<file path="config.mk">
export PLATFORM = sky130hd
export DESIGN_NAME = if_id_queue
export DESIGN_NICKNAME = d
export VERILOG_FILES = /design/src/rtl/riscv_pkg.sv /design/src/rtl/if_id_queue.sv
export SDC_FILE = /design/constraint.sdc
export NUM_CORES = 1
export LEC_CHECK = 0
export CAP_MARGIN = 10
export CORE_MARGIN = 10
export CORE_UTILIZATION = 54
export CTS_BUF_LIST = sky130_fd_sc_hd__clkbuf_8
export DETAILED_ROUTE_END_ITERATION = 12
export HOLD_SLACK_MARGIN = 0.06
export PLACE_DENSITY = 0.93
export SYNTH_ARGS = -nofsm -noshare
export SYNTH_HDL_FRONTEND = slang
export SYNTH_SLANG_ARGS = --single-unit
</file>
<file path="constraint.sdc">
create_clock -name clk_i -period 13.37 [get_ports clk_i]
set_input_delay 1.337 -clock clk_i [delete_from_list [all_inputs] [get_ports clk_i]]
set_output_delay 1.337 -clock clk_i [all_outputs]
set_load 0.1 [all_outputs]
</file>
<file path="src/rtl/riscv_pkg.sv">
// Shared RISC-V front-end types: NOP encoding and the IF->ID queue entry layout.
// No logic; types and constants only.
// Optional per-entry interrupt flag enabled by macro RISCV_FORMAL_INTR_EN.
package riscv_pkg;

    // Width of pc / pc_plus_4 fields in the queue entry.
    localparam int unsigned XLEN = 32;

    // addi x0, x0, 0 -- presented on the ID side whenever nothing is buffered.
    localparam logic [31:0] NOP_INSTRUCTION = 32'h0000_0013;

    typedef struct packed {
        logic [XLEN-1:0] pc;
        logic [XLEN-1:0] pc_plus_4;
        logic [31:0]     insn;
`ifdef RISCV_FORMAL_INTR_EN
        logic            intr;
`endif
    } if_id_entry_t;

endpackage

</file>
<file path="src/rtl/if_id_queue.sv">
// IF->ID decoupling queue (DEPTH entries) with flush; optional intr flag via RISCV_FORMAL_INTR_EN.
// Latency: one cycle from push to presentation, no combinational in->out bypass.
// Backpressure: in_ready_o = not full from registered count only; push into a full queue waits for a pop.
module if_id_queue #(
    parameter int unsigned DEPTH = 2,
    parameter int unsigned XLEN  = riscv_pkg::XLEN
) (
    input  logic                         clk_i,
    input  logic                         rst_ni,
    input  logic                         flush_i,
    input  logic                         in_valid_i,
    output logic                         in_ready_o,
    input  logic [XLEN-1:0]              in_pc_i,
    input  logic [XLEN-1:0]              in_pc_plus_4_i,
    input  logic [31:0]                  in_insn_i,
`ifdef RISCV_FORMAL_INTR_EN
    input  logic                         in_intr_i,
    output logic                         out_intr_o,
`endif
    output logic                         out_valid_o,
    input  logic                         out_ready_i,
    output logic [XLEN-1:0]              out_pc_o,
    output logic [XLEN-1:0]              out_pc_plus_4_o,
    output logic [31:0]                  out_insn_o,
    output logic [$clog2(DEPTH+1)-1:0]   count_o
);

    import riscv_pkg::*;

    // DEPTH is a power of two, so pointers wrap by natural overflow.
    localparam int unsigned PW = (DEPTH > 1) ? $clog2(DEPTH) : 1;
    localparam int unsigned CW = $clog2(DEPTH + 1);
    localparam logic [CW-1:0] FULL_CNT = CW'(DEPTH);

    logic [PW-1:0] wr_ptr_q;
    logic [PW-1:0] rd_ptr_q;
    logic [CW-1:0] count_q;
    logic          push;
    logic          pop;

    if_id_entry_t  mem_q [DEPTH];
    if_id_entry_t  in_entry;
    if_id_entry_t  head;

    // Handshake qualifiers; flush suppresses both sides for the cycle.
    always_comb begin
        in_ready_o  = (count_q != FULL_CNT);
        out_valid_o = (count_q != '0);
        push        = in_valid_i && in_ready_o && !flush_i;
        pop         = out_valid_o && out_ready_i && !flush_i;
        count_o     = count_q;
    end

    // Pack the IF payload into one storage entry.
    always_comb begin
        in_entry           = '0;
        in_entry.pc        = in_pc_i;
        in_entry.pc_plus_4 = in_pc_plus_4_i;
        in_entry.insn      = in_insn_i;
`ifdef RISCV_FORMAL_INTR_EN
        in_entry.intr      = in_intr_i;
`endif
    end

    // Pointer and occupancy state; flush returns everything to the empty origin.
    always_ff @(posedge clk_i or negedge rst_ni) begin
        if (!rst_ni) begin
            wr_ptr_q <= '0;
            rd_ptr_q <= '0;
            count_q  <= '0;
        end else if (flush_i) begin
            wr_ptr_q <= '0;
            rd_ptr_q <= '0;
            count_q  <= '0;
        end else begin
            if (push) wr_ptr_q <= wr_ptr_q + PW'(1);
            if (pop)  rd_ptr_q <= rd_ptr_q + PW'(1);
            if (push && !pop)      count_q <= count_q + CW'(1);
            else if (pop && !push) count_q <= count_q - CW'(1);
        end
    end

    // Payload storage is never read while empty, so it carries no reset.
    always_ff @(posedge clk_i) begin
        if (push) mem_q[wr_ptr_q] <= in_entry;
    end

    // Present the head entry, or the canonical empty values when nothing is buffered.
    always_comb begin
        head            = mem_q[rd_ptr_q];
        out_pc_o        = '0;
        out_pc_plus_4_o = '0;
        out_insn_o      = NOP_INSTRUCTION;
`ifdef RISCV_FORMAL_INTR_EN
        out_intr_o      = 1'b0;
`endif
        if (out_valid_o) begin
            out_pc_o        = head.pc;
            out_pc_plus_4_o = head.pc_plus_4;
            out_insn_o      = head.insn;
`ifdef RISCV_FORMAL_INTR_EN
            out_intr_o      = head.intr;
`endif
        end
    end

endmodule

</file>
==> run_results.csv <==
group,metric,value,unit
route,detailedRoute.firstPassIterationCount,6,
yosys,yosys_warnings,0,
placement,port_buffers,200,
critical_path,worstPathCellList,"buf_4 -> mux2i_1 -> nor2_1 -> clkdlybuf4s50_1",
route,drtIter0Drc,293,
placement,post-place-ws,8.70,ns
die,pin_count,201,
route,wirelength,16.3,mm
clock_tree,tritoncts,"done",
run_status,status,"finished, final reports clean",
finish,layout.cells.most_common_list,"sky130_fd_sc_hd__clkdlybuf4s50_1 (200), sky130_fd_sc_hd__edfxtp_1 (192), sky130_fd_sc_hd__mux2i_1 (97)",
die,chip_width,138,um
die,core.rowCount,42,
global_route,grt_first_pass_wirelength,24.7,mm
sta,maxClockFrequency,0.195,GHz
die,placeableCoreArea,13400,sq um
yosys,number_of_distinct_library_cells_after_synthesis,24,
placement,hpwlAfterDp,11.5,mm
clock_tree,clk_path_buf_depth,2,
min_path,class_of_the_tightest_hold_or_removal_check,"reg2reg",
sta,final.min_clock_period,5.14,ns
sta,final_min_period_over_clock_period,0.384,
placement,dpl_cell_area,9610,sq um
yosys,synth_cells,432,
route,postRouteAntennaNets,0,
power_and_ir_drop,share_seq_of_total_power,0.489,
sta,setup-tns-final,0,ns
sta,grt_setup_unrepaired,"false",
critical_path,critPathKind,"reg2out",
critical_path,critPathMaxFanout,52,
critical_path,critPathTopFamily,"buffers and inverters",
finish,layout_commonest_cell,"sky130_fd_sc_hd__clkdlybuf4s50_1",
yosys,ys_seq_area_frac,0.786,
route,vias_per_cell,5.23,
clock_tree,ctsResizeCount,0,
critical_path,cp_num_buf_inv,2,
global_route,antenna_violations_before_repair,2,
clock_tree,clock_edge_transition_at_the_registers_on_the_reported_setup_and_hold_paths,0.09,ns
die,die_footprint,18900,sq um
yosys,syn-num-nets,533,
clock_tree,worstSkewPairLatency,0.44,ns
clock_tree,numCtsBuffers,17,
finish,syn2layout_area_growth,34.6,%
power_and_ir_drop,leakagePower,3.28,nW
critical_path,end_kind,"primary output",
job,max_cap_viol_count,0,
finish,final_net_count,737,
power_and_ir_drop,ir_worst_vdd,0.102,mV
finish,n_antenna_cell,0,
sta,max_slew.worst_pin.slew,1.02,ns
clock_tree,tritoncts_num_sinks,196,
sta,setup_viol,0,
yosys,syn_area_per_cell,17.3,sq um
sta,hold_slack,0.618,ns
route,drt_drc_violations_left,0,
yosys,synth_area,7460,sq um
power_and_ir_drop,power_per_cell_area,145,nW/um^2
critical_path,critical_path_arrival,3.80,ns
global_route,maximum_number_of_pins_on_one_net_before_global_route_repair,56,
clock_tree,cts.hold.buffers_added,0,
critical_path,critical_path.max_stage_delay,1.16,ns
placement,routabilityCongestion,0.762,
sta,timing.slew.headroom,0.317,
route,num_vias,4316,
finish,postLayoutCellArea,10000,sq um
critical_path,critical_path_required,12.03,ns
sta,clock_skew,0.00779,ns
clock_tree,h_tree_levels,4,
power_and_ir_drop,combPwrFrac,0.232,
global_route,via_count_of_the_first_global_routing_pass,4564,
sta,timing.final.max_slew_violations,0,
sta,finalWorstSetupSlack,8.23,ns
die,initial_core_utilization,0.557,
sta,timing_hold_violations_final,0,
power_and_ir_drop,net-switching-power,0.457,mW
critical_path,setup.worst_path.start_class,"flip-flop",
route,routedWlPerCell,19.8,um
power_and_ir_drop,sw_share,0.314,
finish,layout-drive-gt1-share,0.0678,
global_route,grt_util_all_layers,0.172,
die,height_of_the_die,138,um
power_and_ir_drop,clkPwrFrac,0.279,
finish,num-fill-cells,785,
power_and_ir_drop,total_internal_power,0.996,mW
clock_tree,cts_setup_buffers,0,
yosys,yosys_register_bits,196,
global_route,grt.overflow.total,0,
critical_path,cpMaxStageDelayCell,"sky130_fd_sc_hd__clkdlybuf4s50_1",
clock_tree,ctsRootBufferMaster,"sky130_fd_sc_hd__clkbuf_8",
power by group through the flow:
stage	registers, mW	logic, mW	clock network, mW
floorplan	0.725	0.245	0
global placement	0.724	0.333	0
detailed placement	0.726	0.338	0
CTS	0.711	0.339	0.413
global route	0.714	0.349	0.437
finish	0.711	0.337	0.405
area by class of cell:
class / instances / area [sq um] / share of cell area
Inverter: 3 / 11.3 / 0.00112
Sequential cell: 196 / 5870 / 0.584
Tap cell: 176 / 220 / 0.0219
Clock inverter: 15 / 204 / 0.0203
Clock buffer: 17 / 234 / 0.0233
Multi-Input combinational cell: 212 / 1460 / 0.146
Timing Repair Buffer: 206 / 2050 / 0.204
registers in the layout (all words and copies together) (netlist names):
register,flops
wr_ptr_q,1
count_o,2
rd_ptr_q,1
mem_q,192
layer usage:
layer | vias to the layer above | part of all wire | track usage
met3 | 24 | 0.095 | 0.0681
li1 | 2010 | - | -
met2 | 173 | 0.51 | 0.286
met4 | 4 | 0.015 | 0.0644
met1 | 2105 | 0.38 | 0.196
met5 | - | 0.0017 | 0
per-stage QoR:
stage / power (mW) / std cells / util
6_report: 1.45 / 825 / 0.750
5_1_grt: 1.50 / 825 / 0.750
4_1_cts: 1.46 / 825 / 0.750
3_5_place_dp: 1.06 / 793 / 0.717
3_3_place_gp: 1.06 / 793 / 0.717
2_1_floorplan: 0.970 / 432 / -
final timing paths:
| path | slack [ns] | endpoint | cells past startpoint | startpoint |
|---|---|---|---|---|
| setup reg to reg | 10.70 | mem_q[1][50] | 6 | count_o[1] |
| setup / recovery | 8.23 | out_insn_o[18] | 4 | rd_ptr_q |
| hold / removal | 0.62 | wr_ptr_q | 2 | wr_ptr_q |
| hold reg to reg | 0.62 | wr_ptr_q | 2 | wr_ptr_q |
| min in group asynchronous | 1.10 | count_o[1] | 1 | rst_ni |
| max in group asynchronous | 12.06 | rd_ptr_q | 1 | rst_ni |
synthesized netlist by cell type:
| master | n | share of area |
|---|---|---|
| sky130_fd_sc_hd__edfxtp_1 | 192 | 0.77 |
| sky130_fd_sc_hd__mux2i_1 | 97 | 0.13 |
| sky130_fd_sc_hd__nor2_1 | 94 | 0.047 |
| sky130_fd_sc_hd__buf_2 | 10 | 0.0067 |
| sky130_fd_sc_hd__buf_4 | 5 | 0.0050 |
| sky130_fd_sc_hd__a21oi_1 | 4 | 0.0027 |
| sky130_fd_sc_hd__buf_6 | 4 | 0.0060 |
| sky130_fd_sc_hd__dfrtp_1 | 4 | 0.013 |
| sky130_fd_sc_hd__nand2_1 | 4 | 0.0020 |
| sky130_fd_sc_hd__inv_2 | 2 | 0.0010 |
| sky130_fd_sc_hd__nor3b_1 | 2 | 0.0020 |
| sky130_fd_sc_hd__o21ai_0 | 2 | 0.0013 |
| sky130_fd_sc_hd__a21o_1 | 1 | 0.0010 |
| sky130_fd_sc_hd__buf_1 | 1 | 0.00050 |
| sky130_fd_sc_hd__clkbuf_1 | 1 | 0.00050 |
| sky130_fd_sc_hd__inv_1 | 1 | 0.00050 |
| sky130_fd_sc_hd__nand3b_1 | 1 | 0.0010 |
| sky130_fd_sc_hd__nor2_2 | 1 | 0.00084 |
| sky130_fd_sc_hd__nor2b_2 | 1 | 0.0012 |
| sky130_fd_sc_hd__nor3_1 | 1 | 0.00067 |
| sky130_fd_sc_hd__o211ai_1 | 1 | 0.0010 |
| sky130_fd_sc_hd__or2_0 | 1 | 0.00084 |
| sky130_fd_sc_hd__or3_1 | 1 | 0.00084 |
| sky130_fd_sc_hd__xor2_1 | 1 | 0.0012 |
worst min-delay path: stages (launching register included):
cell and delay, ns:
sky130_fd_sc_hd__dfrtp_1 0.39, sky130_fd_sc_hd__or3_1 0.12, sky130_fd_sc_hd__a21oi_1 0.06
cells by family (layout without fill, tap and decap cells):
group	after synthesis	count (layout)	synth area share
multiplexers	97	97	0.130
buffers and inverters	24	241	0.0203
XOR/XNOR	1	1	0.00117
AND/OR/NAND/NOR	106	106	0.0567
flip-flops	196	196	0.786
AO/OA/AOI/OAI	8	8	0.00604
Power figures use the tool's default switching activity.
